### src/rtl/toy_loader_pkg.sv
// Shared definitions for the toy loader / sender pair: sender state encoding
// and the byte width both blocks agree on.
package toy_loader_pkg;

    localparam int unsigned DEFAULT_DATA_W = 8;
    localparam int unsigned GAP_W          = 8;

    typedef enum logic [1:0] {
        ST_IDLE   = 2'd0,
        ST_STROBE = 2'd1,
        ST_GAP    = 2'd2,
        ST_DONE   = 2'd3
    } sender_state_e;

endpackage

### src/rtl/stupid_toy_sender_if.sv
// Upstream valid/ready bus plus the loader-facing outputs of stupid_toy_sender.
// slave is the sender's view; master is the surrounding environment's view.
interface stupid_toy_sender_if #(
    parameter int unsigned DATA_W = 8,
    parameter int unsigned DEPTH  = 4
);
    localparam int unsigned CNT_W = $clog2(DEPTH) + 1;

    logic [DATA_W-1:0] in_data;
    logic              in_valid;
    logic              in_ready;
    logic [DATA_W-1:0] data;
    logic              load_enable;
    logic              busy;
    logic [CNT_W-1:0]  count;

    modport master (
        output in_data, in_valid,
        input  in_ready, data, load_enable, busy, count
    );

    modport slave (
        input  in_data, in_valid,
        output in_ready, data, load_enable, busy, count
    );
endinterface

### src/rtl/toy_sync_fifo.sv
// Small synchronous FIFO with occupancy count; DEPTH must be a power of two.
// Read data is the current head, valid whenever empty is low.
module toy_sync_fifo #(
    parameter int unsigned DATA_W = 8,
    parameter int unsigned DEPTH  = 4
) (
    input  logic                       clk,
    input  logic                       reset_n,
    input  logic                       push,
    input  logic                       pop,
    input  logic [DATA_W-1:0]          wdata,
    output logic [DATA_W-1:0]          rdata,
    output logic                       full,
    output logic                       empty,
    output logic [$clog2(DEPTH):0]     count
);
    localparam int unsigned AW    = $clog2(DEPTH);
    localparam int unsigned CNT_W = AW + 1;

    logic [DATA_W-1:0] mem [DEPTH];
    logic [AW-1:0]     wr_ptr;
    logic [AW-1:0]     rd_ptr;
    logic              do_push;
    logic              do_pop;

    assign full    = (count == CNT_W'(DEPTH));
    assign empty   = (count == '0);
    assign do_push = push && !full;
    assign do_pop  = pop && !empty;
    assign rdata   = mem[rd_ptr];

    // Storage is not reset; only pointers and occupancy define validity.
    always_ff @(posedge clk) begin
        if (do_push) mem[wr_ptr] <= wdata;
    end

    always_ff @(posedge clk) begin
        if (!reset_n) begin
            wr_ptr <= '0;
            rd_ptr <= '0;
            count  <= '0;
        end else begin
            if (do_push) wr_ptr <= wr_ptr + AW'(1);
            if (do_pop)  rd_ptr <= rd_ptr + AW'(1);
            case ({do_push, do_pop})
                2'b10:   count <= count + CNT_W'(1);
                2'b01:   count <= count - CNT_W'(1);
                default: count <= count;
            endcase
        end
    end
endmodule

### src/rtl/stupid_toy_sender.sv
// Replays buffered upstream bytes as single-cycle load_enable strobes spaced by GAP idle cycles.
// TOY_SENDER_ONESHOT_EN: send only the first byte, then park in DONE until reset.
module stupid_toy_sender
    import toy_loader_pkg::*;
#(
    parameter int unsigned DATA_W = DEFAULT_DATA_W,
    parameter int unsigned DEPTH  = 4,
    parameter int unsigned GAP    = 2
) (
    input  logic               clk,
    input  logic               reset_n,
    stupid_toy_sender_if.slave bus
);
    localparam logic [GAP_W-1:0] GAP_LOAD = GAP_W'(GAP);
    localparam bit               NO_GAP   = (GAP == 0);

    sender_state_e       state;
    logic [GAP_W-1:0]    gap_cnt;
    logic                fifo_rst_n;
    logic                push;
    logic                pop;
    logic                full;
    logic                empty;
    logic [DATA_W-1:0]   head;

`ifdef TOY_SENDER_ONESHOT_EN
    // Flush on the edge entering DONE and keep discarding while parked there.
    assign fifo_rst_n = reset_n && (state != ST_STROBE) && (state != ST_DONE);
`else
    assign fifo_rst_n = reset_n;
`endif

    assign bus.in_ready = reset_n && !full;
    assign push         = bus.in_valid && bus.in_ready;
    assign bus.busy     = (state == ST_STROBE) || (state == ST_GAP) || !empty;

    toy_sync_fifo #(
        .DATA_W (DATA_W),
        .DEPTH  (DEPTH)
    ) u_fifo (
        .clk     (clk),
        .reset_n (fifo_rst_n),
        .push    (push),
        .pop     (pop),
        .wdata   (bus.in_data),
        .rdata   (head),
        .full    (full),
        .empty   (empty),
        .count   (bus.count)
    );

    // Pop decision: every pop launches a strobe on the same edge.
    always_comb begin
        pop = 1'b0;
        case (state)
            ST_IDLE:   pop = !empty;
`ifdef TOY_SENDER_ONESHOT_EN
            ST_STROBE: pop = 1'b0;
`else
            ST_STROBE: pop = NO_GAP && !empty;
`endif
            ST_GAP:    pop = (gap_cnt == GAP_W'(1)) && !empty;
            default:   pop = 1'b0;
        endcase
    end

    always_ff @(posedge clk) begin
        if (!reset_n) begin
            state           <= ST_IDLE;
            gap_cnt         <= '0;
            bus.data        <= '0;
            bus.load_enable <= 1'b0;
        end else begin
            bus.load_enable <= pop;
            if (pop) bus.data <= head;
            case (state)
                ST_IDLE: begin
                    if (pop) state <= ST_STROBE;
                end
                ST_STROBE: begin
`ifdef TOY_SENDER_ONESHOT_EN
                    state <= ST_DONE;
`else
                    if (!NO_GAP) begin
                        gap_cnt <= GAP_LOAD;
                        state   <= ST_GAP;
                    end else if (!pop) begin
                        state <= ST_IDLE;
                    end
`endif
                end
                ST_GAP: begin
                    gap_cnt <= gap_cnt - GAP_W'(1);
                    if (gap_cnt <= GAP_W'(1)) state <= pop ? ST_STROBE : ST_IDLE;
                end
                default: state <= state;
            endcase
        end
    end
endmodule
### src/flat_wrapper.sv
// flat-port wrapper written by rule: the top's interface ports become plain ports
module stupid_toy_sender_flat import toy_loader_pkg::*;
#(
    parameter int unsigned DATA_W = DEFAULT_DATA_W,
    parameter int unsigned DEPTH  = 4,
    parameter int unsigned GAP    = 2
)
  (clk, reset_n, bus_in_data, bus_in_valid, bus_in_ready, bus_data, bus_load_enable, bus_busy, bus_count);
  stupid_toy_sender_if #(.DATA_W(DATA_W), .DEPTH(DEPTH)) bus_i ();
  input  logic clk;
  input  logic reset_n;
  input wire logic [$bits(bus_i.in_data)-1:0] bus_in_data;
  input wire logic [$bits(bus_i.in_valid)-1:0] bus_in_valid;
  output wire logic [$bits(bus_i.in_ready)-1:0] bus_in_ready;
  output wire logic [$bits(bus_i.data)-1:0] bus_data;
  output wire logic [$bits(bus_i.load_enable)-1:0] bus_load_enable;
  output wire logic [$bits(bus_i.busy)-1:0] bus_busy;
  output wire logic [$bits(bus_i.count)-1:0] bus_count;
  assign bus_i.in_data = bus_in_data;
  assign bus_i.in_valid = bus_in_valid;
  assign bus_in_ready = bus_i.in_ready;
  assign bus_data = bus_i.data;
  assign bus_load_enable = bus_i.load_enable;
  assign bus_busy = bus_i.busy;
  assign bus_count = bus_i.count;
  stupid_toy_sender #(.DATA_W(DATA_W), .DEPTH(DEPTH), .GAP(GAP)) u_core (.clk(clk), .reset_n(reset_n), .bus(bus_i));
endmodule
### config.mk
export PLATFORM = sky130hd
export DESIGN_NAME = stupid_toy_sender_flat
export DESIGN_NICKNAME = d
export VERILOG_FILES = /design/src/rtl/toy_loader_pkg.sv /design/src/rtl/stupid_toy_sender_if.sv /design/src/rtl/toy_sync_fifo.sv /design/src/rtl/stupid_toy_sender.sv /design/src/flat_wrapper.sv
export SDC_FILE = /design/constraint.sdc
export NUM_CORES = 1
export LEC_CHECK = 0
export CAP_MARGIN = 20
export CORE_MARGIN = 4
export CORE_UTILIZATION = 55
export DETAILED_ROUTE_END_ITERATION = 16
export GPL_TIMING_DRIVEN = 0
export PLACE_DENSITY = 0.82
export SLEW_MARGIN = 30
export SYNTH_ARGS = -nofsm -noshare
export SYNTH_HDL_FRONTEND = slang
export SYNTH_SLANG_ARGS = --single-unit
### constraint.sdc
create_clock -name clk -period 4.1 [get_ports clk]
set_clock_uncertainty 0.1 [all_clocks]
set_input_delay 0.41 -clock clk [delete_from_list [all_inputs] [get_ports clk]]
set_output_delay 0.41 -clock clk [all_outputs]
set_load 0.02 [all_outputs]
==> flow_summary.json, run 1 <==
{
  "hold_path_depth": 2,
  "die_w_microns": 75.2,
  "maxCapViolCount": 0,
  "grtUsageTotal_pct": 17.7,
  "gp_congestion": 0.789,
  "wl_per_cell_microns": 15.3,
  "grt_overflow": 0,
  "rsz0062_at_grt": "false",
  "cp-end-kind": "register",
  "drtPass1Iterations": 4,
  "ir_drop_mv": 0.308,
  "insertion_delay_ps": 320,
  "via_per_inst": 5.53,
  "core_area_sq_mm": 0.00435,
  "cp-start-kind": "input pin",
  "crit-reg2reg-launch": "u_core.state[0]",
  "numCtsBuffers": 9,
  "hold_class": "register to register",
  "r2r_cells": 10,
  "final_net_count": 252,
  "fp.dieArea_sq_mm": 0.00566,
  "worstPathRequired_ps": 4250,
  "grt_pass1_vias": 1525,
  "clk_pin_slew_ps": 70,
  "htree_levels": 3,
  "synthCells": 193,
  "ctsResizeCount": 0,
  "maxSlewHeadroom_pct": 54.6,
  "tns_ps": 0,
  "mappedNetlistArea_sq_mm": 0.00249,
  "drcViolationCount": 0,
  "cts_setup_buffers": 0,
  "ys_warn_count": 0,
  "layout_min_cycle_time_ps": 3060,
  "syn_to_final_growth_pct": 19.4,
  "hold_path_end": "u_core.bus.data[6]",
  "ys_ff_latch": 58,
  "r2r_slack_ps": 1180,
  "status": "finished clean",
  "antenna_left": 0,
  "die_h_microns": 75.2,
  "crit_arrival_ps": 3210,
  "port_buffers": 24,
  "min_from": "u_core.bus.data[6]",
  "syn-num-nets": 217,
  "layout_commonest_cell": "edfxtp_1",
  "vias": 1575,
  "r2r-end": "u_core.u_fifo.count[2]",
  "p_leak_uw": 0.00104,
  "power_density_mw_per_mm2": 766,
  "ctsHoldBuffers": 0,
  "cts_tree": "yes",
  "antenna_found_initial": 0,
  "critical_path_class": "input pin to register",
  "io_pins": 25,
  "setup_violations": 0,
  "finalMaxSlewViolations": 0,
  "p_total_uw": 2280,
  "finalHoldViolations": 0,
  "drtIter0Drc": 107,
  "fmax_ghz": 0.327,
  "fin_crit_sh_pct": 74.7,
  "tightest_slew_ps": 675,
  "clock_sinks": 58,
  "hpwl_mm": 2.99,
  "worstPathMaxFanout": 10,
  "nFillCells": 316,
  "synth_cell_types": 37,
  "final_cell_mix": "edfxtp_1 (32), dfxtp_1 (26), clkdlybuf4s50_1 (24), nor2_1 (16), a21oi_1 (14)",
  "ys_seq_area_share_pct": 59.6,
  "grt_pass1_wl_mm": 7.22,
  "cts_buffer_depth": 2,
  "routed_wirelength_mm": 4.36,
  "num_rows": 24,
  "clockRootBuffer": "clkbuf_8",
  "avgSynthCellArea_sq_um": 12.9,
  "drive_gt1_share_pct": 11.2,
  "grt_max_degree": 11,
  "diodes": 0,
  "start_util_pct": 57.1
}
==> cell usage after synthesis <==
library cell / number / area (sq um)
inv_1: 10 / 37.5
or2_2: 1 / 6.26
a41oi_2: 1 / 16.3
nor4_4: 1 / 21.3
a21oi_1: 14 / 70.1
ha_1: 12 / 150
nor2_1: 16 / 60.1
nor3_1: 3 / 15.0
or4_1: 1 / 7.51
edfxtp_1: 32 / 961
and2_1: 4 / 25.0
o211ai_1: 1 / 7.51
mux4_2: 8 / 180
dfxtp_1: 26 / 521
nand3_1: 11 / 55.1
nor4b_1: 1 / 8.76
o31ai_1: 2 / 15.0
a211oi_2: 1 / 12.5
fa_1: 1 / 20.0
clkbuf_1: 4 / 15.0
a21o_1: 1 / 7.51
clkinv_1: 1 / 3.75
buf_2: 2 / 10.0
a311o_1: 1 / 10.0
a21boi_0: 1 / 7.51
xor2_1: 5 / 43.8
clkbuf_2: 1 / 5.00
nand2b_1: 1 / 6.26
or3_1: 2 / 12.5
a41o_1: 1 / 10.0
o21ai_0: 11 / 55.1
nand4bb_1: 1 / 11.3
mux2i_1: 2 / 20.0
buf_1: 1 / 3.75
xnor2_1: 5 / 43.8
nand2_1: 5 / 18.8
a31oi_1: 2 / 12.5
==> metrics by stage <==
stage | util, % | cell area, sq um | hold WS, ps | instances | worst slack [ps]
floorplan | - | 2490 | 368 | 193 | 1540
global placement | 64.1 | 2790 | 363 | 269 | 828
detailed placement | 64.1 | 2790 | 372 | 269 | 757
CTS | 68.2 | 2970 | 380 | 285 | 1080
global route | 68.2 | 2970 | 427 | 285 | 936
finish | 68.2 | 2970 | 381 | 285 | 1040
==> state kept, by name (all words and copies together), names as in the netlist <==
signal	cells
u_core.u_fifo.wr_ptr	2
u_core.gap_cnt	8
u_core.bus.data	8
u_core.u_fifo.count	3
u_core.u_fifo.rd_ptr	2
u_core.bus.load_enable	1
u_core.state	2
u_core.u_fifo.mem	32
==> worst max-delay path, stage by stage <==
cell,delay [ps]
clkdlybuf4s50_1,580
clkinv_1,370
a211oi_2,540
inv_1,100
ha_1,250
fa_1,390
xnor2_1,150
or3_1,300
a21oi_1,130
==> layout make-up <==
class                   count  area [sq um]  area share (%)
multi-input cells         116           930            31.3
inverters                  11          41.3            1.39
well taps                  52          65.1            2.19
clock inverters             4          42.5            1.43
plain buffers               8          33.8            1.14
flip-flops and latches     58          1480            49.9
clock buffers              12           135            4.55
repair buffers             24           240            8.09
==> cell families after synthesis <==
group / share of synthesized area, %
flip-flops: 59.6
buffers and inverters: 3.02
multiplexers: 8.05
XOR/XNOR: 3.52
adder cells (fa/ha/maj): 6.84
AO/OA/AOI/OAI: 9.01
AND/OR/NAND/NOR: 9.96
==> layer usage <==
| layer | vias up | global-route usage (%) | part of all wire [%] |
|---|---|---|---|
| li1 | 776 | - | - |
| met1 | 762 | 23.4 | 46 |
| met2 | 29 | 27.1 | 48 |
| met3 | 8 | 4.54 | 3.8 |
| met4 | 0 | 9.32 | 2.1 |
| met5 | - | 0 | 0 |
==> report_power, final <==
part	internal (uW)	total [uW]	leakage, uW	switching (uW)
Clock	276	481	0.0000894	205
Sequential	736	840	0.000503	105
Combinational	426	954	0.000451	528
Total	1440	2280	0.00104	838
==> worst max-delay path by stage <==
stage	start	endpoint	cells past startpoint
after floorplan	u_core.state[0]	u_core.u_fifo.count[2]	10
after global placement	reset_n	u_core.u_fifo.count[2]	9
after detailed placement	reset_n	u_core.u_fifo.count[2]	9
after CTS	reset_n	u_core.u_fifo.count[2]	9
after global routing	reset_n	u_core.u_fifo.count[2]	9
final	reset_n	u_core.u_fifo.count[2]	9
(Power assumes the default switching activity.)
==> run 2: changes to the inputs <==
==> constraint.sdc (replaced) <==
create_clock -name clk -period 3 [get_ports clk]
set_clock_uncertainty 0.1 [all_clocks]
set_input_delay 0.3 -clock clk [delete_from_list [all_inputs] [get_ports clk]]
set_output_delay 0.3 -clock clk [all_outputs]
set_load 0.02 [all_outputs]
==> flow_summary.json, run 2 (synthesis gave the netlist of run 1 again) <==
{
  "fp.dieArea_sq_mm": 0.00566,
  "r2r_slack_ps": 200,
  "antenna_left": 0,
  "layout_min_cycle_time_ps": 2860,
  "insertion_delay_ps": 330,
  "start_util_pct": 57.1,
  "fmax_ghz": 0.350,
  "min_from": "u_core.bus.data[6]",
  "tightest_slew_ps": 573,
  "final_cell_mix": "edfxtp_1 (32), dfxtp_1 (26), clkdlybuf4s50_1 (24), nor2_1 (16), a21oi_1 (14)",
  "wl_per_cell_microns": 15.3,
  "die_w_microns": 75.2,
  "crit-reg2reg-launch": "u_core.state[0]",
  "via_per_inst": 5.54,
  "drcViolationCount": 0,
  "gp_congestion": 0.789,
  "ctsHoldBuffers": 0,
  "vias": 1579,
  "grt_max_degree": 11,
  "rsz0062_at_grt": "false",
  "clock_sinks": 58,
  "ir_drop_mv": 0.421,
  "regMostFlops": "u_core.u_fifo.mem",
  "ctsResizeCount": 0,
  "routed_wirelength_mm": 4.35,
  "worstPathMaxFanout": 10,
  "top_regs": "u_core.u_fifo.mem: 32 flops, u_core.bus.data: 8 flops, u_core.gap_cnt: 8 flops",
  "hold_path_depth": 2,
  "finalMaxSlewViolations": 0,
  "fin_crit_sh_pct": 95.3,
  "num_rows": 24,
  "placed_cells": 269,
  "cts_setup_buffers": 0,
  "cp-start-kind": "input pin",
  "hold_path_end": "u_core.bus.data[6]",
  "fin_util_pct": 68.5,
  "maxCapViolCount": 0,
  "cts_buffer_depth": 2,
  "crit_chain": "clkdlybuf4s50_1, clkinv_1, a211oi_4, inv_1, ha_1, fa_1, xnor2_1, or3_1, a21oi_1",
  "power_switching_uw": 1150,
  "final_net_count": 252,
  "hold_class": "register to register",
  "layout_commonest_cell": "edfxtp_1",
  "swShare_pct": 36.9,
  "finalHoldViolations": 0,
  "syn_to_final_growth_pct": 20.0,
  "maxSlewHeadroom_pct": 61.3,
  "worstPathRequired_ps": 3150,
  "pwr-share-comb_pct": 42.1,
  "cts_tree": "yes",
  "grt_overflow": 0,
  "cp-end-kind": "register",
  "clkPwrFrac_pct": 21.0,
  "grtUsageTotal_pct": 17.7,
  "dp_slack_ps": -233,
  "seqPwrFrac_pct": 36.9,
  "setup_violations": 0,
  "die_h_microns": 75.2,
  "slowest_stage": "clkdlybuf4s50_1",
  "clockRootBuffer": "clkbuf_8",
  "core_area_sq_mm": 0.00435,
  "r2r_cells": 10,
  "power_density_mw_per_mm2": 1050,
  "hpwl_mm": 2.99,
  "status": "finished clean",
  "numCtsBuffers": 9,
  "p_leak_uw": 0.00105,
  "grt_pass1_wl_mm": 7.22,
  "nFillCells": 319,
  "drtIter0Drc": 87,
  "io_pins": 25,
  "drtPass1Iterations": 4,
  "clk_pin_slew_ps": 70,
  "diodes": 0,
  "slowest_delay_ps": 570,
  "internal_power_uw": 1970,
  "drive_gt1_share_pct": 12.0,
  "critical_path_class": "input pin to register",
  "htree_levels": 3,
  "crit_arrival_ps": 3010,
  "antenna_found_initial": 0,
  "port_buffers": 24,
  "grt_pass1_vias": 1525,
  "postLayoutSetupSlackWorst_ps": 140,
  "instances_no_fill": 285,
  "r2r-end": "u_core.u_fifo.count[2]",
  "largest_reg_flops": 32
}
==> run 2: cell counts in the layout (fill, tap and decap cells not counted) <==
Identical to the previous run, type by type.
==> run 2: how the worst max path moves through the flow <==
stage	from	endpoint	cells after the start
floorplan	u_core.state[0]	u_core.u_fifo.count[2]	10
global placement	reset_n	u_core.u_fifo.count[2]	9
detailed placement	reset_n	u_core.u_fifo.count[2]	9
CTS	reset_n	u_core.u_fifo.count[2]	9
global route	u_core.state[0]	u_core.u_fifo.count[2]	10
finish	reset_n	u_core.u_fifo.count[2]	9
==> run 2: cell type report <==
class,count,area [sq um],share of cell area (%)
Clock buffer,12,135,4.53
Timing Repair Buffer,24,240,8.05
Multi-Input combinational cell,116,942,31.6
Tap cell,52,65.1,2.18
Inverter,11,41.3,1.38
Sequential cell,58,1480,49.7
Clock inverter,4,42.5,1.43
Buffer,8,35.0,1.17
==> run 2: metrics by stage <==
stage                     hold WS (ps)  total power [uW]  TNS, ps  cell area [sq um]
after global routing               427              3350        0               2980
after detailed placement           372              2460     -233               2790
after global placement             363              2430     -162               2790
after CTS                          380              3130        0               2970
after floorplan                    299              2080        0               2490
final                              380              3120        0               2980
==> run 2: layer usage <==
metal	GRT usage [%]	vias to the layer above	wire length, microns
met2	27.1	44	2120
met4	9.32	0	78
met3	4.54	7	213
li1	-	774	-
met1	23.4	754	1930
met5	0	-	0
==> run 2: power by group through the flow <==
stage	Sequential [uW]	Combinational [uW]	Clock (uW)
finish	1150	1310	658
global route	1180	1460	713
CTS	1150	1310	674
detailed placement	1160	1300	0
global placement	1160	1270	0
floorplan	1210	861	0
==> run 2: critical path: cells and delay by family <==
kind	cells	cell delay (ps)
compound gates	2	580
xor+xnor	1	150
fa+ha+maj	2	630
buf+inv	3	1040
simple gates	1	300
==> run 3: changes to the inputs <==
--- a/config.mk
+++ b/config.mk
@@ -8,6 +8,7 @@
 export CAP_MARGIN = 20
 export CORE_MARGIN = 4
 export CORE_UTILIZATION = 55
+export CTS_CLUSTER_DIAMETER = 150
 export DETAILED_ROUTE_END_ITERATION = 16
 export GPL_TIMING_DRIVEN = 0
 export PLACE_DENSITY = 0.82
==> results of run 3 <==
The final DEF is identical to that of run 2; final timing and power are the same.
